File: config.mk
export PLATFORM = sky130hd
export DESIGN_NAME = exec_issue_decode_flat
export DESIGN_NICKNAME = d
export VERILOG_FILES = /design/src/rtl/exec_pkg.sv /design/src/rtl/exec_issue_decode_if.sv /design/src/rtl/exec_scoreboard.sv /design/src/rtl/exec_issue_decode.sv /design/src/flat_wrapper.sv
export SDC_FILE = /design/constraint.sdc
export NUM_CORES = 1
export LEC_CHECK = 0
export CORE_AREA = 2 2 116 118
export DETAILED_ROUTE_END_ITERATION = 6
export DIE_AREA = 0 0 118 120
export HOLD_SLACK_MARGIN = 0.06
export PLACE_DENSITY = 0.56
export SYNTH_ARGS = -nofsm -noshare
export SYNTH_HDL_FRONTEND = slang
export SYNTH_SLANG_ARGS = --single-unit
File: constraint.sdc
create_clock -name clock -period 3.6 [get_ports clock]
set_clock_uncertainty 0.15 [all_clocks]
set_input_delay 0.54 -clock clock [delete_from_list [all_inputs] [get_ports clock]]
set_output_delay 0.54 -clock clock [all_outputs]
set_load 0.05 [all_outputs]
File: src/rtl/exec_pkg.sv
// ---------------------------------------------------------------------------
// exec_pkg
//   Shared constants and types for the decode/issue stage that feeds the
//   execute stage (shift ALU, arithmetic/logic ALU, memory stage).
//   Contents:
//     - sizing constants (instruction, register address, immediate widths)
//     - opcode values and per-unit operation codes
//     - instruction field bit positions
//     - decoded_instr_t: every field the stage issues, in one struct
//     - small decode helpers shared by the top level
// ---------------------------------------------------------------------------
package exec_pkg;

    localparam int INSTR_WIDTH     = 32;
    localparam int REG_ADDR_WIDTH  = 5;
    localparam int NUM_REGS        = 2 ** REG_ADDR_WIDTH;
    localparam int IMMEDIATE_WIDTH = 16;
    localparam int OP_WIDTH        = 3;
    localparam int SHIFT_WIDTH     = 5;

    // Opcodes (instr[31:29])
    localparam logic [2:0] SHIFT_REG   = 3'b000;
    localparam logic [2:0] ARITH_LOGIC = 3'b001;
    localparam logic [2:0] MEM_WRITE   = 3'b100;
    localparam logic [2:0] MEM_READ    = 3'b101;

    // Shift ALU operations
    localparam logic [2:0] SHLEFTLOG = 3'b000;
    localparam logic [2:0] SHLEFTART = 3'b001;
    localparam logic [2:0] SHRGHTLOG = 3'b010;
    localparam logic [2:0] SHRGHTART = 3'b011;

    // Arithmetic/logic ALU operations; NOT is the only single-source one
    localparam logic [2:0] ALU_ADD = 3'b000;
    localparam logic [2:0] ALU_SUB = 3'b001;
    localparam logic [2:0] ALU_AND = 3'b010;
    localparam logic [2:0] ALU_OR  = 3'b011;
    localparam logic [2:0] ALU_XOR = 3'b100;
    localparam logic [2:0] ALU_NOT = 3'b101;
    localparam logic [2:0] ALU_SLT = 3'b110;
    localparam logic [2:0] ALU_LHG = 3'b111;

    // Load operations (stores issue mem_operation = 0)
    localparam logic [2:0] LOADBYTE = 3'b000;
    localparam logic [2:0] LOADHALF = 3'b001;
    localparam logic [2:0] LOADWORD = 3'b010;

    // Field bit positions
    localparam int OPCODE_MSB    = 31;
    localparam int OPCODE_LSB    = 29;
    localparam int OPERATION_MSB = 28;
    localparam int OPERATION_LSB = 26;
    localparam int DEST_MSB      = 25;
    localparam int DEST_LSB      = 21;
    localparam int SRC1_MSB      = 20;
    localparam int SRC1_LSB      = 16;
    localparam int SRC2_MSB      = 15;
    localparam int SRC2_LSB      = 11;
    localparam int SHIFT_MSB     = 10;
    localparam int SHIFT_LSB     = 6;
    localparam int IMM_MSB       = 15;
    localparam int IMM_LSB       = 0;

    typedef struct packed {
        logic                       enable_shift;
        logic [OP_WIDTH-1:0]        shift_operation;
        logic [SHIFT_WIDTH-1:0]     shift;
        logic                       enable_arith;
        logic [OP_WIDTH-1:0]        alu_operation;
        logic                       enable_mem;
        logic [OP_WIDTH-1:0]        mem_operation;
        logic                       mem_write;
        logic [IMMEDIATE_WIDTH-1:0] immediate;
        logic [REG_ADDR_WIDTH-1:0]  src1;
        logic [REG_ADDR_WIDTH-1:0]  src2;
        logic [REG_ADDR_WIDTH-1:0]  dest;
        logic                       illegal_instr;
    } decoded_instr_t;

    function automatic logic is_legal_opcode(input logic [2:0] opcode);
        return (opcode == SHIFT_REG) || (opcode == ARITH_LOGIC) ||
               (opcode == MEM_WRITE) || (opcode == MEM_READ);
    endfunction

    // src2 is read by two-operand ALU ops and by stores (store data).
    function automatic logic uses_src2(input logic [2:0] opcode,
                                       input logic [2:0] operation);
        return ((opcode == ARITH_LOGIC) && (operation != ALU_NOT)) ||
               (opcode == MEM_WRITE);
    endfunction

    // Opcodes whose result is written back to dest.
    function automatic logic writes_reg(input logic [2:0] opcode);
        return (opcode == SHIFT_REG) || (opcode == ARITH_LOGIC) ||
               (opcode == MEM_READ);
    endfunction

endpackage

File: src/rtl/exec_issue_decode_if.sv
// ---------------------------------------------------------------------------
// exec_issue_decode_if
//   Instruction handshake into the decode/issue stage.
//     instr        instruction word (producer -> stage)
//     instr_valid  instr is valid     (producer -> stage)
//     instr_ready  stage accepts      (stage -> producer, combinational)
//   Handshake: a word transfers on a rising clock edge where instr_valid and
//   instr_ready are both 1. instr_ready never depends on anything registered
//   inside the producer, and instr_valid may be asserted without waiting for
//   instr_ready.
//   Modports: master = instruction producer, slave = decode/issue stage.
// ---------------------------------------------------------------------------
interface exec_issue_decode_if #(
    parameter int INSTR_WIDTH = exec_pkg::INSTR_WIDTH
);
    logic [INSTR_WIDTH-1:0] instr;
    logic                   instr_valid;
    logic                   instr_ready;

    modport master (
        output instr,
        output instr_valid,
        input  instr_ready
    );

    modport slave (
        input  instr,
        input  instr_valid,
        output instr_ready
    );
endinterface

File: src/rtl/exec_scoreboard.sv
// ---------------------------------------------------------------------------
// exec_scoreboard
//   Register busy vector for RAW hazard detection.
//   Ports:
//     clock, reset        rising-edge clock, async active-low reset
//     set_valid/set_addr  mark a destination busy at the next edge
//     clear_valid/        write-back completes: mark register free
//       clear_addr
//     lookup1_addr/busy   combinational busy query for src1
//     lookup2_addr/busy   combinational busy query for src2
//   Register 0 is never busy. When set and clear hit the same bit on one
//   edge, set wins.
// ---------------------------------------------------------------------------
module exec_scoreboard
    import exec_pkg::*;
#(
    parameter int ADDR_WIDTH = REG_ADDR_WIDTH
) (
    input  logic                  clock,
    input  logic                  reset,
    input  logic                  set_valid,
    input  logic [ADDR_WIDTH-1:0] set_addr,
    input  logic                  clear_valid,
    input  logic [ADDR_WIDTH-1:0] clear_addr,
    input  logic [ADDR_WIDTH-1:0] lookup1_addr,
    output logic                  lookup1_busy,
    input  logic [ADDR_WIDTH-1:0] lookup2_addr,
    output logic                  lookup2_busy
);
    localparam int ENTRIES = 2 ** ADDR_WIDTH;

    logic [ENTRIES-1:0] busy_q;
    logic [ENTRIES-1:0] busy_d;

    always_comb begin
        busy_d = busy_q;
        if (clear_valid) begin
            busy_d[clear_addr] = 1'b0;
        end
        // Applied after the clear so a simultaneous set of the same bit wins.
        if (set_valid) begin
            busy_d[set_addr] = 1'b1;
        end
        busy_d[0] = 1'b0;
    end

    always_ff @(posedge clock or negedge reset) begin
        if (!reset) begin
            busy_q <= '0;
        end else begin
            busy_q <= busy_d;
        end
    end

    // A write-back landing this cycle already frees its register for the
    // lookup, so the waiting instruction issues on the same edge.
    always_comb begin
        lookup1_busy = busy_q[lookup1_addr] &&
                       !(clear_valid && (clear_addr == lookup1_addr));
        lookup2_busy = busy_q[lookup2_addr] &&
                       !(clear_valid && (clear_addr == lookup2_addr));
    end

endmodule

File: src/rtl/exec_issue_decode.sv
// ---------------------------------------------------------------------------
// exec_issue_decode
//   Decode/issue stage producing the registered control inputs of the
//   execute stage. Instructions arrive on a valid/ready handshake, are split
//   into per-unit fields and issued one cycle later with exactly one unit
//   strobe (or illegal_instr). RAW hazards against in-flight destinations
//   hold instr_ready low until write-back clears them.
//   Ports:
//     clock, reset     rising-edge clock, async active-low reset
//     instr_bus        slave side of the instruction handshake
//     exec_stall       downstream freeze: all registered outputs hold
//     wb_valid/wb_dest write-back completion (frees wb_dest)
//     enable_shift, shift_operation, shift           shift ALU controls
//     enable_arith, alu_operation                    arithmetic ALU controls
//     enable_mem, mem_operation, mem_write, immediate memory stage controls
//     src1, src2, dest                               register addresses
//     illegal_instr    one-cycle pulse for an unknown opcode
// ---------------------------------------------------------------------------
module exec_issue_decode
    import exec_pkg::*;
(
    input  logic                       clock,
    input  logic                       reset,
    exec_issue_decode_if.slave         instr_bus,
    input  logic                       exec_stall,
    input  logic                       wb_valid,
    input  logic [REG_ADDR_WIDTH-1:0]  wb_dest,
    output logic                       enable_shift,
    output logic [OP_WIDTH-1:0]        shift_operation,
    output logic [SHIFT_WIDTH-1:0]     shift,
    output logic                       enable_arith,
    output logic [OP_WIDTH-1:0]        alu_operation,
    output logic                       enable_mem,
    output logic [OP_WIDTH-1:0]        mem_operation,
    output logic                       mem_write,
    output logic [IMMEDIATE_WIDTH-1:0] immediate,
    output logic [REG_ADDR_WIDTH-1:0]  src1,
    output logic [REG_ADDR_WIDTH-1:0]  src2,
    output logic [REG_ADDR_WIDTH-1:0]  dest,
    output logic                       illegal_instr
);

    // ---------------- field extraction ----------------
    logic [2:0]                 f_opcode;
    logic [OP_WIDTH-1:0]        f_operation;
    logic [REG_ADDR_WIDTH-1:0]  f_dest;
    logic [REG_ADDR_WIDTH-1:0]  f_src1;
    logic [REG_ADDR_WIDTH-1:0]  f_src2;
    logic [SHIFT_WIDTH-1:0]     f_shift;
    logic [IMMEDIATE_WIDTH-1:0] f_imm;

    assign f_opcode    = instr_bus.instr[OPCODE_MSB:OPCODE_LSB];
    assign f_operation = instr_bus.instr[OPERATION_MSB:OPERATION_LSB];
    assign f_dest      = instr_bus.instr[DEST_MSB:DEST_LSB];
    assign f_src1      = instr_bus.instr[SRC1_MSB:SRC1_LSB];
    assign f_src2      = instr_bus.instr[SRC2_MSB:SRC2_LSB];
    assign f_shift     = instr_bus.instr[SHIFT_MSB:SHIFT_LSB];
    assign f_imm       = instr_bus.instr[IMM_MSB:IMM_LSB];

    // ---------------- hazard / ready ----------------
    logic legal;
    logic src2_used;
    logic src1_busy;
    logic src2_busy;
    logic hazard;
    logic accept;
    logic set_valid;

    always_comb begin
        legal     = is_legal_opcode(f_opcode);
        src2_used = uses_src2(f_opcode, f_operation);
        // Every legal opcode reads src1; illegal opcodes read nothing, so
        // they never wait on the scoreboard.
        hazard    = instr_bus.instr_valid && legal &&
                    (src1_busy || (src2_used && src2_busy));
        instr_bus.instr_ready = !exec_stall && !hazard;
        accept    = instr_bus.instr_valid && instr_bus.instr_ready;
        set_valid = accept && writes_reg(f_opcode) && (f_dest != '0);
    end

    exec_scoreboard #(
        .ADDR_WIDTH (REG_ADDR_WIDTH)
    ) u_scoreboard (
        .clock        (clock),
        .reset        (reset),
        .set_valid    (set_valid),
        .set_addr     (f_dest),
        .clear_valid  (wb_valid),
        .clear_addr   (wb_dest),
        .lookup1_addr (f_src1),
        .lookup1_busy (src1_busy),
        .lookup2_addr (f_src2),
        .lookup2_busy (src2_busy)
    );

    // ---------------- decode ----------------
    decoded_instr_t next_decoded;

    always_comb begin
        next_decoded                 = '0;
        next_decoded.enable_shift    = (f_opcode == SHIFT_REG);
        next_decoded.enable_arith    = (f_opcode == ARITH_LOGIC);
        next_decoded.enable_mem      = (f_opcode == MEM_READ) ||
                                       (f_opcode == MEM_WRITE);
        next_decoded.illegal_instr   = !legal;
        next_decoded.shift_operation = f_operation;
        next_decoded.alu_operation   = f_operation;
        // Stores carry no load width.
        next_decoded.mem_operation   = (f_opcode == MEM_READ) ? f_operation : '0;
        next_decoded.mem_write       = (f_opcode == MEM_WRITE);
        next_decoded.shift           = f_shift;
        next_decoded.immediate       = f_imm;
        next_decoded.src1            = f_src1;
        next_decoded.src2            = f_src2;
        next_decoded.dest            = f_dest;
    end

    // ---------------- output register ----------------
    decoded_instr_t out_q;

    always_ff @(posedge clock or negedge reset) begin
        if (!reset) begin
            out_q <= '0;
        end else if (!exec_stall) begin
            if (accept) begin
                out_q <= next_decoded;
            end else begin
                // Bubble: strobes drop, fields keep their last issued values.
                out_q.enable_shift  <= 1'b0;
                out_q.enable_arith  <= 1'b0;
                out_q.enable_mem    <= 1'b0;
                out_q.illegal_instr <= 1'b0;
            end
        end
    end

    assign enable_shift    = out_q.enable_shift;
    assign shift_operation = out_q.shift_operation;
    assign shift           = out_q.shift;
    assign enable_arith    = out_q.enable_arith;
    assign alu_operation   = out_q.alu_operation;
    assign enable_mem      = out_q.enable_mem;
    assign mem_operation   = out_q.mem_operation;
    assign mem_write       = out_q.mem_write;
    assign immediate       = out_q.immediate;
    assign src1            = out_q.src1;
    assign src2            = out_q.src2;
    assign dest            = out_q.dest;
    assign illegal_instr   = out_q.illegal_instr;

endmodule

File: src/flat_wrapper.sv
// flat-port wrapper written by rule: the top's interface ports become plain ports
module exec_issue_decode_flat import exec_pkg::*;
  (clock, reset, exec_stall, wb_valid, wb_dest, enable_shift, shift_operation, shift, enable_arith, alu_operation, enable_mem, mem_operation, mem_write, immediate, src1, src2, dest, illegal_instr, instr_bus_instr, instr_bus_instr_valid, instr_bus_instr_ready);
  exec_issue_decode_if instr_bus_i ();
  input  logic clock;
  input  logic reset;
  input  logic exec_stall;
  input  logic wb_valid;
  input  logic [REG_ADDR_WIDTH-1:0] wb_dest;
  output logic enable_shift;
  output logic [OP_WIDTH-1:0] shift_operation;
  output logic [SHIFT_WIDTH-1:0] shift;
  output logic enable_arith;
  output logic [OP_WIDTH-1:0] alu_operation;
  output logic enable_mem;
  output logic [OP_WIDTH-1:0] mem_operation;
  output logic mem_write;
  output logic [IMMEDIATE_WIDTH-1:0] immediate;
  output logic [REG_ADDR_WIDTH-1:0] src1;
  output logic [REG_ADDR_WIDTH-1:0] src2;
  output logic [REG_ADDR_WIDTH-1:0] dest;
  output logic illegal_instr;
  input wire logic [$bits(instr_bus_i.instr)-1:0] instr_bus_instr;
  input wire logic [$bits(instr_bus_i.instr_valid)-1:0] instr_bus_instr_valid;
  output wire logic [$bits(instr_bus_i.instr_ready)-1:0] instr_bus_instr_ready;
  assign instr_bus_i.instr = instr_bus_instr;
  assign instr_bus_i.instr_valid = instr_bus_instr_valid;
  assign instr_bus_instr_ready = instr_bus_i.instr_ready;
  exec_issue_decode u_core (.clock(clock), .reset(reset), .instr_bus(instr_bus_i), .exec_stall(exec_stall), .wb_valid(wb_valid), .wb_dest(wb_dest), .enable_shift(enable_shift), .shift_operation(shift_operation), .shift(shift), .enable_arith(enable_arith), .alu_operation(alu_operation), .enable_mem(enable_mem), .mem_operation(mem_operation), .mem_write(mem_write), .immediate(immediate), .src1(src1), .src2(src2), .dest(dest), .illegal_instr(illegal_instr));
endmodule
==> results.py <==
metrics = {
    "synth": {
        "synth_seq_cells": 68,
        "yosysWarnings": 0,
        "avgSynthCellArea_sq_um": 10.8,
        "ys_seq_area_frac": 0.449,
        "ys_types": 44,
        "synth-edff-count": 0,
        "ys_async_sr_fraction": 1.00,
        "synth_nets": 393,
        "synth_ff_type": "dfrtp_1",
        "syn_area_sq_um": 3790,
        "syn_inst": 351,
    },
    "worst_setup_path": {
        "crit_fanout": 3,
        "crit_arrival_ps": 2790,
        "cp.required_ps": 2910,
        "end_kind": "output pin",
        "worstSetupPathType": "in2out",
        "cp-start-kind": "primary input",
    },
    "layout": {
        "final_util": 0.402,
        "n_fill_cell": 1287,
        "drive_gt1_frac": 0.201,
        "layout_common_cells": "90 x clkdlybuf4s50_1, 68 x dfrtp_1, 60 x o21ai_0, 47 x nand2_1, 25 x mux2_4",
        "fin_nets": 488,
        "antenna_cells": 0,
        "final_cell_count_no_fill": 624,
        "final_common_cell": "clkdlybuf4s50_1",
        "area_growth_pct": 37.6,
    },
    "clock_tree": {
        "cts_buffers": 9,
        "cts_sinks": 68,
        "cts_tree": "done",
        "cts_buffer_depth": 2,
        "htree_levels": 3,
        "root_buffer": "clkbuf_16",
        "clkTransAtPathRegs_ps": 50,
        "clkLatencyLatePin_ps": 330,
        "ctsHoldBuffers": 0,
    },
    "sta": {
        "worstMarginPinSlew_ps": 539,
        "rsz0062_at_grt": "false",
        "finalSetupViolCount": 0,
        "hold_ws_ps": 116,
        "relSlewSlack": 0.640,
        "finalSetupTns_ps": 0,
        "finalHoldViolCount": 0,
        "min_period_ps": 3480,
        "min_period_over_period": 0.968,
        "max_freq_ghz": 0.287,
        "finalMaxSlewViolations": 0,
    },
    "grt": {
        "grt_pass1_wl_mm": 17.7,
        "overflow": 0,
        "grt_max_degree": 35,
        "first_global_vias": 3264,
        "antenna_found_initial": 0,
        "grt.total_usage": 0.163,
    },
    "outcome": {
        "status": "finished, final reports clean",
    },
    "pwr": {
        "ir_drop_v": 0.000155,
        "p_total_mw": 2.72,
        "p_per_area_nw_per_um2": 520,
        "p_leak_nw": 2.20,
    },
    "route": {
        "num_vias": 3170,
        "wl_mm": 11.2,
        "viasPerCell": 5.08,
        "ant_nets": 0,
        "first_pass_iters": 4,
        "drc": 0,
        "avgRoutedWirePerCell_microns": 17.9,
        "drtIter0Drc": 208,
    },
    "die": {
        "dieWidth_microns": 118,
        "fp-row-count": 42,
        "design.core.area_sq_um": 13000,
        "die_height_microns": 120,
        "design.portCount": 93,
        "die_area_sq_um": 14200,
        "start_util": 0.292,
    },
    "placement": {
        "io_buffers": 92,
        "gp_congestion": 0.959,
        "dpl.hpwl_mm": 8.25,
        "dp_cells": 611,
    },
    "worst_hold_path": {
        "min_path_type": "in2async",
    },
    "flow_run": {
        "drv_cap": 0,
    },
}
## layout make-up
cell class                 count  area [sq um]  area share
clock buffer                  11           253      0.0484
sequential                    68          1700       0.326
inverter                       8          30.0     0.00576
clock inverter                 2          12.5     0.00240
timing repair buffer         113          1120       0.215
multi-input combinational    246          1880       0.360
tap                          176           220      0.0422
## Yosys cell counts (2+ instances only)
cell,number,area [sq um]
a21oi_1,2,10.0
a311oi_1,2,17.5
a31o_2,2,17.5
a32o_1,2,20.0
and3_1,3,18.8
buf_2,4,20.0
buf_4,13,97.6
buf_6,3,33.8
clkbuf_1,8,30.0
dfrtp_1,68,1700
inv_1,8,30.0
mux2_2,11,124
mux2_4,25,375
mux2i_1,8,80.1
mux4_2,10,225
nand2_1,47,176
nand2b_1,4,25.0
nand3_1,3,15.0
nand3b_1,7,52.6
nor2_1,15,56.3
nor2b_1,4,25.0
nor3_1,2,10.0
nor3b_1,2,15.0
nor4_1,2,12.5
o21ai_0,60,300
o21ai_1,4,20.0
o221ai_1,3,26.3
o22ai_1,2,12.5
or3_1,3,18.8
or3b_2,2,17.5
xnor2_1,2,17.5
xor2_1,8,70.1
## path summary, 6_finish.rpt
path	startpoint	end	slack [ps]	cells past startpoint
setup / recovery	instr_bus_instr[11]	instr_bus_instr_ready	120	8
hold / removal	reset	u_core.immediate[4]$_DFFE_PN0P_	120	2
setup reg to reg	u_core.u_scoreboard.busy_q[12]$_DFF_PN0_	u_core.src2[2]$_DFFE_PN0P_	980	8
hold reg to reg	u_core.enable_shift$_DFFE_PN0N_	u_core.enable_shift$_DFFE_PN0N_	350	2
max in group asynchronous	reset	u_core.u_scoreboard.busy_q[10]$_DFF_PN0_	2850	2
min in group clock	u_core.enable_shift$_DFFE_PN0N_	u_core.enable_shift$_DFFE_PN0N_	350	2
## what timing repair did
item | CTS | global route
gates resized for setup | 0 | 1
endpoints found under the setup margin | 0 | 1
setup buffers | 0 | 0
endpoints found under the hold margin | 0 | 0
## routing by layer
layer  vias up  track usage  wire length [microns]
li1       1438            -                      -
met1      1584        0.209                   5060
met2       124        0.257                   5210
met3        24       0.0447                    688
met4         0       0.0693                    223
met5         -            0                      0
## cells by family after synthesis
| family | after synthesis | synth area share |
|---|---|---|
| simple gates | 96 | 0.125 |
| compound gates | 85 | 0.132 |
| flops | 68 | 0.449 |
| mux | 55 | 0.215 |
| buf+inv | 37 | 0.0567 |
| xor+xnor | 10 | 0.0231 |
## metrics by stage
stage / instance area (sq um) / setup slack (ps)
2_1_floorplan: 3790 / 4.77
3_3_place_gp: 4950 / 43.8
3_5_place_dp: 4950 / 29.3
4_1_cts: 5210 / 20.1
5_1_grt: 5220 / 31.3
6_report: 5220 / 116
## worst max-delay path, cell delays in order
cell	delay [ps]
clkdlybuf4s50_1	570
mux4_2	520
mux2_2	270
or3_1	320
nand4_2	80
nand2_1	110
a21oi_2	220
buf_12	160
## sequential cells by signal, summed over array words and instances (netlist names), 3 cells and up
signal / flops
u_core.immediate: 11
u_core.dest: 5
u_core.u_scoreboard.busy_q: 31
u_core.src1: 5
u_core.mem_operation: 3
u_core.src2: 5
u_core.shift_operation: 3
## report_power, final
part	total [mW]	switching (mW)	internal, mW
Combinational	0.974	0.585	0.389
Clock	0.797	0.306	0.490
Sequential	0.945	0.0756	0.870
Note: power is estimated with default switching activity, not from simulation.
==> edit 1, RTL diff (same settings) <==
Change the package constant `SHIFT_REG` from 3'b000 to 3'b001.
--- a/src/rtl/exec_pkg.sv
+++ b/src/rtl/exec_pkg.sv
@@ -19,7 +19,7 @@
     localparam int SHIFT_WIDTH     = 5;
 
     // Opcodes (instr[31:29])
-    localparam logic [2:0] SHIFT_REG   = 3'b000;
+    localparam logic [2:0] SHIFT_REG   = 3'b001;
     localparam logic [2:0] ARITH_LOGIC = 3'b001;
     localparam logic [2:0] MEM_WRITE   = 3'b100;
     localparam logic [2:0] MEM_READ    = 3'b101;
Formal check against the unedited RTL: not equivalent (Yosys sat finds a counterexample within 4 cycles, from zero or initial values and one cycle with reset low).
==> edit 1 against the original RTL <==
Wire length down 8.4%. Area after synthesis down 3.4%. Global-route usage down 1.1 points. Sequential cell count down 1. Core utilization up 0.058 points. Worst setup slack worse by 0.052 ns. Power up 1.7%. Design area up 0.14%. First-iteration DRC count down 17%. Die area unchanged. Sequential power down 5.0%. Non-clock buffer count up 8. Critical path type unchanged. Highest routed layer unchanged.
==> edit 1: results (changes against the original RTL) <==
Worst Max-Slew Pin Slew=0.709 ns (+0.170 ns); post-place setup slack=0.0566 ns (+0.0273 ns); maximum number of pins on one net before global-route repair=36 (+2.9%); total met2 wirelength after detailed routing=4760 um (-8.7%); number of library cell types mapped by synthesis=42 (-4.5%); Fmax=283 MHz (-1.5%); Top Family by Delay on Critical Path=buffers and inverters; share of cells above drive strength 1=0.166 (-0.0350); Hold Path Class=input port to async pin; reg2reg end=u_core.src2[1]$_DFFE_PN0P_; endpoint arrival time on the critical path=2.85 ns (+0.06 ns); result of the run=finished, final reports clean; Leak=0.00211 uW (-3.9%); met3 layer wire length in the routed design=694 um (+0.87%); r2r setup slk=0.98 ns (about the same); global routing met2 resource utilization=0.237 (-0.0200); peak per-stage delay on the critical path=0.51 ns (-0.06 ns); Syn Nets=361 (-8.1%); initial detailed-routing violation count=173 (-17%); sequential share of the synthesized area=0.457 (+0.00880); Post-Route WL=10,200 um (-8.4%); biggest area contributors in the synthesized netlist=dfrtp_1 46%, mux2_1 8.9%, mux4_2 8.6%, o31ai_1 6.6%, o21ai_0 4.6%; global placement routability congestion=0.905 (-5.6%); number of cell instances on the worst register-to-register path=8 (unchanged); met1 wire length=4620 um (-8.7%); Max rail drop VDD=0.000260 V (+68%); aggregate global-route resource usage=0.152 (-0.0105); compound-cell area share of the yosys netlist=0.145 (+0.0131); share of cell area taken by muxes after synthesis=0.200 (-0.0150); share of the synthesized netlist area taken by xor and xnor gates=0.0239 (+0.000804); Worst Path Max Fanout=8 (+5); list of most frequent post-synthesis cells=67 x dfrtp_1, 34 x o21ai_0, 32 x o31ai_1; worst reg2reg path startpoint=u_core.u_scoreboard.busy_q[22]$_DFF_PN0_; final net count=459 (-5.9%); global-route wire length before repair=16,600 um (-5.9%); number of global-route vias before repair=3,067 (-6.0%); met3 global-route usage=0.0456 (+0.000951); mean number of vias per cell=5.08 (about the same); global-route track usage on met1=0.201 (-0.00822); Detailed Place HPWL=7710 um (-6.5%)
==> edit 1: changes by cell type in the layout (fill, tap and decap cells not counted), moves of 5 or more <==
cell,change
mux2_1,+28
buf_4,+5
o21ai_0,-26
mux2_4,-25
o31ai_1,+32
nor2_1,-8
nand2_1,-29
mux2_2,-10
==> edit 1: final cells by class <==
cell class              instances  area [um2]
clock inverters                 4        95.1
inverters                       7        26.3
multi-input cells             211        1740
fillers                      1269        7750
flip-flops and latches         67        1680
clock buffers                  12         267
well taps                     176         220
repair buffers                121        1200
==> edit 1: power breakdown <==
part,total [uW],internal [uW],switching [uW]
clock network,1050,731,318
logic,815,310,506
registers,898,840,57.2
total,2760,1880,881
==> edit 1: through the flow <==
stage               cell area [um2]  hold slack, ns   util  cells  power (uW)
floorplan                      3670          0.0944      -    319        1430
global placement               4810           0.320  0.371    578        1710
detailed placement             4810           0.316  0.371    578        1720
CTS                            5170           0.127  0.399    594        2790
global route                   5230           0.147  0.403    598        2870
finish                         5230           0.105  0.403    598        2760
==> edit 2, RTL diff (same settings) <==
Made on the original files. Make the reset (`reset`) synchronous in 2 clocked blocks. Comments in the files are not updated.
--- a/src/rtl/exec_scoreboard.sv
+++ b/src/rtl/exec_scoreboard.sv
@@ -44,7 +44,7 @@
         busy_d[0] = 1'b0;
     end
 
-    always_ff @(posedge clock or negedge reset) begin
+    always_ff @(posedge clock) begin
         if (!reset) begin
             busy_q <= '0;
         end else begin
--- a/src/rtl/exec_issue_decode.sv
+++ b/src/rtl/exec_issue_decode.sv
@@ -118,7 +118,7 @@
     // ---------------- output register ----------------
     decoded_instr_t out_q;
 
-    always_ff @(posedge clock or negedge reset) begin
+    always_ff @(posedge clock) begin
         if (!reset) begin
             out_q <= '0;
         end else if (!exec_stall) begin
Check against the original RTL: differs if reset is asserted again (counterexample within 4 cycles, from zero or initial values and one cycle with reset low); with reset held inactive, the same outputs for 4 cycles.
==> edit 2 against the original RTL <==
Final cell count up 9.8%. Sequential cell count unchanged. Via count up 12%. Core utilization up 0.72 points. Wire length up 4.9%. Worst setup slack worse by 0.036 ns. Hold slack better by 0.19 ns. Area after synthesis up 1.7%. Critical path type unchanged. Critical path depth up 2. Design area up 1.8%.
Power is not compared: it rests on default switching activity, and its combinational part moved more than twofold at a synthesized area within 25%.
==> edit 2: results (changes against the original RTL) <==
result of the run=finished, final reports clean; Syn Nets=466 (+19%); share of the synthesized area in the top cell type=0.353 (-0.0959); global placement routability congestion=0.893 (-6.8%); total met2 wirelength after detailed routing=5350 um (+2.7%); top-count cell post-synth=nand2_1; Worst Max-Slew Pin Slew=0.647 ns (+0.108 ns); total number of vias=3,554 (+12%); number of global-route vias before repair=3,435 (+5.2%); Post-Route WL=11,700 um (+4.9%); Top Family by Delay on Critical Path=buffers and inverters; initial detailed-routing violation count=340 (+63%); share of cells above drive strength 1=0.126 (-0.0752); Avg Synthesized Cell Area=9.10 um2 (-16%); met3 global-route usage=0.0337 (-0.0109); Detailed Place HPWL=8630 um (+4.5%); met1 wire length=5350 um (+5.9%); detailed-router iteration count before antenna repair=5 (+1); Gates resized, CTS repair=2 (+2); placed instance count=669 (+9.5%); aggregate global-route resource usage=0.166 (+0.00324); endpoint arrival time on the critical path=2.83 ns (+0.04 ns); Hold Path Class=flip-flop to flip-flop; number of cells in the finished layout apart from fillers=685 (+9.8%); peak per-stage delay on the critical path=0.51 ns (-0.06 ns); leading register cell type out of synthesis=dfxtp_1; fraction of registers with async set or reset after synthesis=0 (-1.00)
edit 2: cell count changes in the layout (fill, tap and decap cells not counted), moves of 8 or more:
cell,change
nand3_1,+10
o211ai_1,+31
o31ai_1,+16
nand2_1,+26
mux2_2,-10
o21ai_0,-53
mux2i_1,+49
mux4_2,-8
dfrtp_1,-68
dfxtp_1,+68
mux2_4,-24
a21oi_1,+8
edit 2: area by class of cell:
cell class              count  area [um2]
well taps                 176         220
repair buffers            119        1180
fillers                  1280        7670
flip-flops and latches     68        1360
multi-input cells         304        2210
inverters                   2        7.51
clock buffers              11         243
clock inverters             5        85.1
edit 2: cells by family after synthesis:
group	after synthesis	share of synthesized area
XOR/XNOR	10	0.0227
multiplexers	61	0.166
flip-flops	68	0.353
AO/OA/AOI/OAI	91	0.197
buffers and inverters	52	0.0788
AND/OR/NAND/NOR	142	0.182
edit 2: per-stage QoR:
stage / setup slack [ns] / hold WS, ns
floorplan: 0.176 / 0.327
global placement: -0.0500 / 0.293
detailed placement: -0.0659 / 0.297
CTS: 0.0104 / 0.308
global route: 0.00283 / 0.323
finish: 0.0801 / 0.304
edit 2: path summary, 6_finish.rpt:
check / slack (ns) / cells after the start / from / to
hold / removal: 0.30 / 2 / u_core.immediate[0]$_SDFFE_PN0P_ / u_core.immediate[0]$_SDFFE_PN0P_
setup / recovery: 0.08 / 10 / instr_bus_instr[16] / instr_bus_instr_ready
setup reg to reg: 1.02 / 7 / u_core.u_scoreboard.busy_q[11]$_SDFF_PN0_ / u_core.u_scoreboard.busy_q[29]$_SDFF_PN0_
hold reg to reg: 0.30 / 2 / u_core.immediate[0]$_SDFFE_PN0P_ / u_core.immediate[0]$_SDFFE_PN0P_
